`src/rtl/intt_ctrl.sv`:
```
// ---------------------------------------------------------------------------
// intt_ctrl
//   Address/strobe sequencer for an inverse-NTT (Gentleman-Sande) butterfly
//   unit working on one 256-coefficient ML-KEM polynomial held in a
//   dual-port coefficient RAM. Runs 7 layers (len = 2 .. 128), 128 butterflies
//   per layer, one butterfly issued per cycle. Each issue pushes a write tag
//   into an L = RD_LAT + BU_LAT deep shift register so the write addresses
//   and enables emerge exactly when the butterfly results do. Between layers
//   the sequencer drains for L cycles so no read of layer n+1 overtakes a
//   write of layer n. Coefficient data never passes through this block.
//
//   Optional feature macro: INTT_SCALE_EN
//     defined   : after the last layer a SCALE pass issues 256 ops that
//                 multiply every coefficient by the scale constant stored at
//                 twiddle ROM index SCALE_IDX (A input forced to 0).
//     undefined : no scale pass, zero_a tied low, scaling is done downstream.
//
// Parameters
//   RD_LAT     read latency, addresses to data at butterfly inputs
//   BU_LAT     butterfly input-to-output latency
//   SCALE_IDX  twiddle ROM index of the scale constant (INTT_SCALE_EN only)
//   RD_LAT + BU_LAT must be at least 2.
//
// Ports
//   clk        in   1  clock, rising edge
//   rst_n      in   1  asynchronous active-low reset
//   start      in   1  start pulse, only honoured in IDLE
//   busy       out  1  run in progress
//   done       out  1  one-cycle pulse once all writes have retired
//   rd_en      out  1  butterfly issue strobe
//   rd_addr_a  out  8  RAM address of A operand (j)
//   rd_addr_b  out  8  RAM address of B operand (j + len)
//   tw_addr    out  8  twiddle ROM address, valid with rd_en
//   zero_a     out  1  force butterfly A input to zero (scale pass)
//   wr_en_a    out  1  write A result
//   wr_en_b    out  1  write B result
//   wr_addr_a  out  8  write address for A result
//   wr_addr_b  out  8  write address for B result
// ---------------------------------------------------------------------------
module intt_ctrl #(
  parameter int RD_LAT = 1,
  parameter int BU_LAT = 22
`ifdef INTT_SCALE_EN
  , parameter int SCALE_IDX = 128
`endif
) (
  input  logic       clk,
  input  logic       rst_n,
  input  logic       start,
  output logic       busy,
  output logic       done,
  output logic       rd_en,
  output logic [7:0] rd_addr_a,
  output logic [7:0] rd_addr_b,
  output logic [7:0] tw_addr,
  output logic       zero_a,
  output logic       wr_en_a,
  output logic       wr_en_b,
  output logic [7:0] wr_addr_a,
  output logic [7:0] wr_addr_b
);

  localparam int L    = RD_LAT + BU_LAT;
  localparam int DCW  = (L > 1) ? $clog2(L) : 1;
  localparam int TAGW = 18;

  typedef enum logic [2:0] {
    S_IDLE,
    S_ISSUE,
    S_DRAIN,
`ifdef INTT_SCALE_EN
    S_SCALE,
`endif
    S_FIN
  } state_t;

  state_t           state;
  state_t           next_state;

  logic [2:0]       layer;
  logic [7:0]       n;
  logic [6:0]       k;
  logic [DCW-1:0]   drain_cnt;
`ifdef INTT_SCALE_EN
  logic             scale_pass;
`endif

  logic [3:0]       s;
  logic [7:0]       len;
  logic [7:0]       mask;
  logic [7:0]       bf_a;
  logic [7:0]       bf_b;
  logic             group_end;
  logic             issue_last;
  logic             drain_last;
  logic             last_layer;

  logic [TAGW-1:0]        tag;
  logic [L-1:0][TAGW-1:0] tag_pipe;

  // Butterfly address generation. For a layer with half-span len = 2^s the
  // n-th butterfly of the layer touches j and j+len, where j is n with a
  // zero bit inserted at position s (group index shifted up past the pair).
  always_comb begin
    s          = {1'b0, layer} + 4'd1;
    len        = 8'd2 << layer;
    mask       = len - 8'd1;
    bf_a       = ((n >> s) << (s + 4'd1)) | (n & mask);
    bf_b       = bf_a + len;
    group_end  = (n & mask) == mask;
    issue_last = n == 8'd127;
    drain_last = drain_cnt == DCW'(L - 1);
    last_layer = layer == 3'd6;
  end

  // State register.
  always_ff @(posedge clk or negedge rst_n) begin
    if (!rst_n) begin
      state <= S_IDLE;
    end else begin
      state <= next_state;
    end
  end

  // Next-state logic. Every issue phase is followed by a full-latency drain
  // so the following phase never reads a coefficient still in flight.
  always_comb begin
    next_state = state;
    case (state)
      S_IDLE: begin
        if (start) next_state = S_ISSUE;
      end
      S_ISSUE: begin
        if (issue_last) next_state = S_DRAIN;
      end
      S_DRAIN: begin
        if (drain_last) begin
          if (!last_layer) begin
            next_state = S_ISSUE;
          end else begin
`ifdef INTT_SCALE_EN
            next_state = scale_pass ? S_FIN : S_SCALE;
`else
            next_state = S_FIN;
`endif
          end
        end
      end
`ifdef INTT_SCALE_EN
      S_SCALE: begin
        if (n == 8'd255) next_state = S_DRAIN;
      end
`endif
      S_FIN: begin
        next_state = S_IDLE;
      end
      default: begin
        next_state = S_IDLE;
      end
    endcase
  end

  // Layer, butterfly, twiddle and drain counters. The twiddle index k walks
  // down from 127 and steps once per butterfly group, so it reaches 0 right
  // after the single group of the last layer.
  always_ff @(posedge clk or negedge rst_n) begin
    if (!rst_n) begin
      layer      <= 3'd0;
      n          <= 8'd0;
      k          <= 7'd0;
      drain_cnt  <= '0;
`ifdef INTT_SCALE_EN
      scale_pass <= 1'b0;
`endif
    end else begin
      case (state)
        S_IDLE: begin
          if (start) begin
            layer      <= 3'd0;
            n          <= 8'd0;
            k          <= 7'd127;
            drain_cnt  <= '0;
`ifdef INTT_SCALE_EN
            scale_pass <= 1'b0;
`endif
          end
        end
        S_ISSUE: begin
          n <= issue_last ? 8'd0 : n + 8'd1;
          if (group_end) k <= k - 7'd1;
        end
        S_DRAIN: begin
          if (drain_last) begin
            drain_cnt <= '0;
            if (!last_layer) begin
              layer <= layer + 3'd1;
            end else begin
`ifdef INTT_SCALE_EN
              scale_pass <= 1'b1;
`endif
            end
          end else begin
            drain_cnt <= drain_cnt + DCW'(1);
          end
        end
`ifdef INTT_SCALE_EN
        S_SCALE: begin
          n <= n + 8'd1;
        end
`endif
        default: begin
        end
      endcase
    end
  end

  // Issue-side outputs and the write tag {wa, wb, ena, enb} pushed into the
  // latency pipeline. Everything is forced low outside the issuing states.
  always_comb begin
    busy      = state != S_IDLE;
    done      = 1'b0;
    rd_en     = 1'b0;
    rd_addr_a = 8'd0;
    rd_addr_b = 8'd0;
    tw_addr   = 8'd0;
    zero_a    = 1'b0;
    tag       = '0;
    case (state)
      S_ISSUE: begin
        rd_en     = 1'b1;
        rd_addr_a = bf_a;
        rd_addr_b = bf_b;
        tw_addr   = {1'b0, k};
        tag       = {bf_a, bf_b, 2'b11};
      end
`ifdef INTT_SCALE_EN
      S_SCALE: begin
        rd_en     = 1'b1;
        rd_addr_b = n;
        tw_addr   = 8'(SCALE_IDX);
        zero_a    = 1'b1;
        tag       = {8'd0, n, 2'b01};
      end
`endif
      S_FIN: begin
        done = 1'b1;
      end
      default: begin
      end
    endcase
  end

  // Write-tag delay line. A reset clears every stage so in-flight writes of
  // an aborted run are dropped immediately.
  always_ff @(posedge clk or negedge rst_n) begin
    if (!rst_n) begin
      tag_pipe <= '0;
    end else begin
      tag_pipe <= {tag_pipe[L-2:0], tag};
    end
  end

  assign wr_addr_a = tag_pipe[L-1][17:10];
  assign wr_addr_b = tag_pipe[L-1][9:2];
  assign wr_en_a   = tag_pipe[L-1][1];
  assign wr_en_b   = tag_pipe[L-1][0];

endmodule

```
`config.mk`:
```
export PLATFORM = sky130hd
export DESIGN_NAME = intt_ctrl
export DESIGN_NICKNAME = d
export VERILOG_FILES = /design/src/rtl/intt_ctrl.sv
export SDC_FILE = /design/constraint.sdc
export NUM_CORES = 1
export LEC_CHECK = 0
export CAP_MARGIN = 15
export CORE_ASPECT_RATIO = 0.8
export CORE_MARGIN = 2
export CORE_UTILIZATION = 40
export CTS_BUF_LIST = sky130_fd_sc_hd__clkbuf_4 sky130_fd_sc_hd__clkbuf_8
export DETAILED_ROUTE_END_ITERATION = 10
export MAX_ROUTING_LAYER = met4
export PLACE_DENSITY_LB_ADDON = 0.1
export SLEW_MARGIN = 20
export SYNTH_ARGS = -nofsm -noshare
export SYNTH_HDL_FRONTEND = slang
export SYNTH_SLANG_ARGS = --single-unit
```
`constraint.sdc`:
```
create_clock -name clk -period 6.75 [get_ports clk]
set_input_delay 0.675 -clock clk [delete_from_list [all_inputs] [get_ports clk]]
set_output_delay 0.675 -clock clk [all_outputs]
set_load 0.05 [all_outputs]
```
==> run_results.csv <==
group,metric,value,unit
status,status,"complete, no violations",
timing,rsz0062_at_grt,"false",
clocking,clkLatencyLatePin,0.60,ns
die,core,28300,um2
synth,yosysSeqAreaShare,0.856,
die,ios,49,
drt,wl_met3,995,um
synth,synthArstFlopShare,1.00,
timing,skew,0.0282,ns
global_routing,grt_max_degree,197,
power,vdd_drop_max,0.343,mV
placed_design,port_buffers,46,
synth,yosysUniqueCellTypes,50,
synth,synth_top_family_by_area,"simple AND/OR/NAND/NOR gates",
die,floorplan.die.width,193,um
global_routing,antenna_found_initial,0,
timing,relSlewSlack,0.413,
drt,drt-vias-per-instance,4.38,
drt,antenna_left,0,
synth,synthFlopType,"dfrtp_1",
clocking,clock_sinks,393,
clocking,numCtsBuffers,57,
synth,synth_top_area_frac,0.856,
synth,syn_area,11500,um2
global_routing,grt_pass1_wl,28500,um
drt,wl,17000,um
critical_path,cp_max_fo,23,
synth,synth_xor_area_frac,0.00991,
clocking,post_cts_buffers,0,
clocking,clkTransAtPathRegs,0.06,ns
cells_and_area,diodes,0,
power,powerDensity,441,nW/um2
critical_path,worstPathRequired,6.07,ns
drt,firstDrtPassIters,5,
critical_path,startpoint_type,"flop",
cells_and_area,register_area,9830,um2
synth,ys_warn_count,0,
critical_path,worstSetupPathType,"reg -> out",
clocking,cts_buffer_depth,3,
die,dieArea,30100,um2
clocking,htree_levels,2,
drt,wl_met1,8350,um
synth,synth-compound-area-share,0.0371,
timing,fmax,0.173,GHz
timing,slew_viol_final,0,
die,start_util,0.406,
drt,drc,0,
placed_design,dpl-instance-area,12300,um2
cells_and_area,area_delta_synth_final,17.6,%
timing,whs,0.156,ns
synth,synth_edf_count,0,
cells_and_area,multi_input_area,1400,um2
synth,synth_mux_area_frac,0.00261,
drt,routed-wl-met2,7190,um
die,rows,55,
worst_hold_path,holdCritPathClass,"in -> async",
synth,synthSimpleGateAreaFrac,0.0483,
drt,topRoutingLayerUsed,"met4",
timing,fin_crit,5.78,ns
critical_path,critPathArrivalTime,5.11,ns
synth,synth.avg_cell_area,17.7,um2
clocking,cts_hold_buf,0,
synth,synthAdderAreaFrac,0.0235,
global_routing,track_usage,0.125,
power,p_leak,6.77,nW
critical_path,cp-end-kind,"output pin",
clocking,cts_tree,"yes",
drt,drtIter0Drc,250,
timing,finalCritPeriodShare,0.857,
cells_and_area,fin_area,13500,um2
timing,tns,0,ns
drt,vias,5001,
synth,syn-instance-count,649,
synth,synth-seq-cells,393,
clocking,cts-root-buf,"clkbuf_8",
placed_design,dpl.hpwl,9860,um
synth,synth_area_leader_cell,"dfrtp_1",
cells_and_area,final_nets,755,
cells_and_area,nFillCells,2398,
synth,yosys-top-cells-area,"dfrtp_1 (86%), ha_1 (2.2%), o21ai_0 (1.5%), buf_4 (1.3%), nand2_1 (1.1%)",
timing,worst_pin_slew,0.880,ns
timing,hold_viol,0,
placed_design,place.gp.congestion,0.752,
drt,drt-wirelength-per-cell,14.9,um
die,die-height,156,um
global_routing,first_global_vias,5354,
cells_and_area,drive_gt1_frac,0.144,
job,drv_cap,0,
global_routing,grt_overflow,0,
timing,finalSetupViolCount,0,
clocking,cts_resized,0,
## worst max-delay path, cell delays in order, from the launching register on
cell and delay, ns:
dfrtp_1 0.81, inv_1 0.26, ha_1 0.48, nor2_1 0.14, nand3_1 0.11, o21ai_0 0.13, ha_1 0.24, fa_1 0.43
a211oi_1 0.33, o21bai_1 0.12, a21oi_1 0.25, xnor2_1 0.18, xnor2_1 0.08, nor2_1 0.14, clkdlybuf4s50_1 0.83
## cell usage in the layout (no fill, tap or decap), drive strengths merged, types with 3 or more instances in the layout
cell / synthesis / layout
dfrtp: 393 / 393
clkbuf: 5 / 90
clkdlybuf4s50: 0 / 45
o21ai: 34 / 34
nand2: 33 / 33
nor2: 24 / 24
ha: 20 / 20
and2: 17 / 17
inv: 16 / 16
xnor2: 10 / 10
nand3: 7 / 7
a21oi: 7 / 7
nor2b: 5 / 5
clkinv: 0 / 5
buf: 23 / 5
a31oi: 4 / 4
mux2i: 3 / 3
o21bai: 3 / 3
xor2: 3 / 3
a22o: 3 / 3
and3: 3 / 3
clkinvlp: 0 / 3
a211oi: 3 / 3
## Yosys cell counts (2+ instances only)
cell,n
and2b_1,2
nor4b_1,2
nand3_1,7
a32oi_1,2
o21bai_1,3
clkbuf_1,5
and2_1,17
dfrtp_1,393
a211oi_1,2
nand2_1,33
buf_6,2
o22ai_1,2
inv_1,16
mux2i_1,3
xor2_1,3
a31oi_1,4
nand4_1,2
o21ai_0,34
nor2b_1,5
and3_1,3
nor2_1,24
xnor2_1,10
buf_4,20
o31ai_1,2
ha_1,20
a22o_1,3
a21oi_1,7
## where the power goes
group,leakage (nW),switching (mW),internal (mW)
Sequential,5.34,0.163,2.80
Combinational,0.795,0.743,0.329
Clock,0.638,0.820,1.10
## sequential cells by signal (all words and copies together) (netlist names)
name	flops
state	2
wr_addr_b	7
k	7
n	8
layer	3
tag_pipe	352
wr_en_a	1
drain_cnt	5
wr_addr_a	8
## per-layer routing
layer  vias up  global-route usage
met1      2568               0.176
li1       2262                   -
met3        39              0.0385
met2       132               0.165
met4         0              0.0578
met5         -                   -
## cell type report
type / instances / share of cell area
tap: 370 / 0.0343
clock buffer: 90 / 0.0833
inverter: 16 / 0.00444
timing repair buffer: 50 / 0.0394
multi-input combinational: 213 / 0.104
clock inverter: 9 / 0.00685
sequential: 393 / 0.728
## path summary, 6_finish.rpt
path,cells after the start,slack (ns),endpoint,from
setup / recovery,14,0.97,rd_addr_b[7],layer[2]
min in group clk,0,0.34,tag_pipe[188],tag_pipe[170]
max in group asynchronous,3,5.16,tag_pipe[135],rst_n
hold reg to reg,0,0.34,tag_pipe[188],tag_pipe[170]
hold / removal,1,0.16,wr_addr_b[2],rst_n
setup reg to reg,13,2.95,tag_pipe[9],layer[2]
## logic make-up (layout without fill, tap and decap cells)
logic type | after synthesis | in the layout
other | 1 | 2
xor gates and xnor gates | 13 | 13
muxes | 3 | 3
adders and majority gates | 21 | 21
AOI/OAI and AO/OA | 68 | 68
DFF | 393 | 393
and+or+nand+nor | 106 | 106
buffers and inverters | 44 | 165
## metrics by stage
stage / total power, mW / instances / util / worst slack [ns]
after CTS: 6.08 / 1140 / 0.477 / 0.868
after global placement: 4.08 / 1041 / 0.434 / 1.60
after global routing: 6.30 / 1141 / 0.478 / 0.580
after detailed placement: 4.10 / 1041 / 0.434 / 1.54
after floorplan: 3.68 / 650 / - / 2.44
final: 5.95 / 1141 / 0.478 / 0.968
No activity file was read; power rests on OpenSTA's default activity.
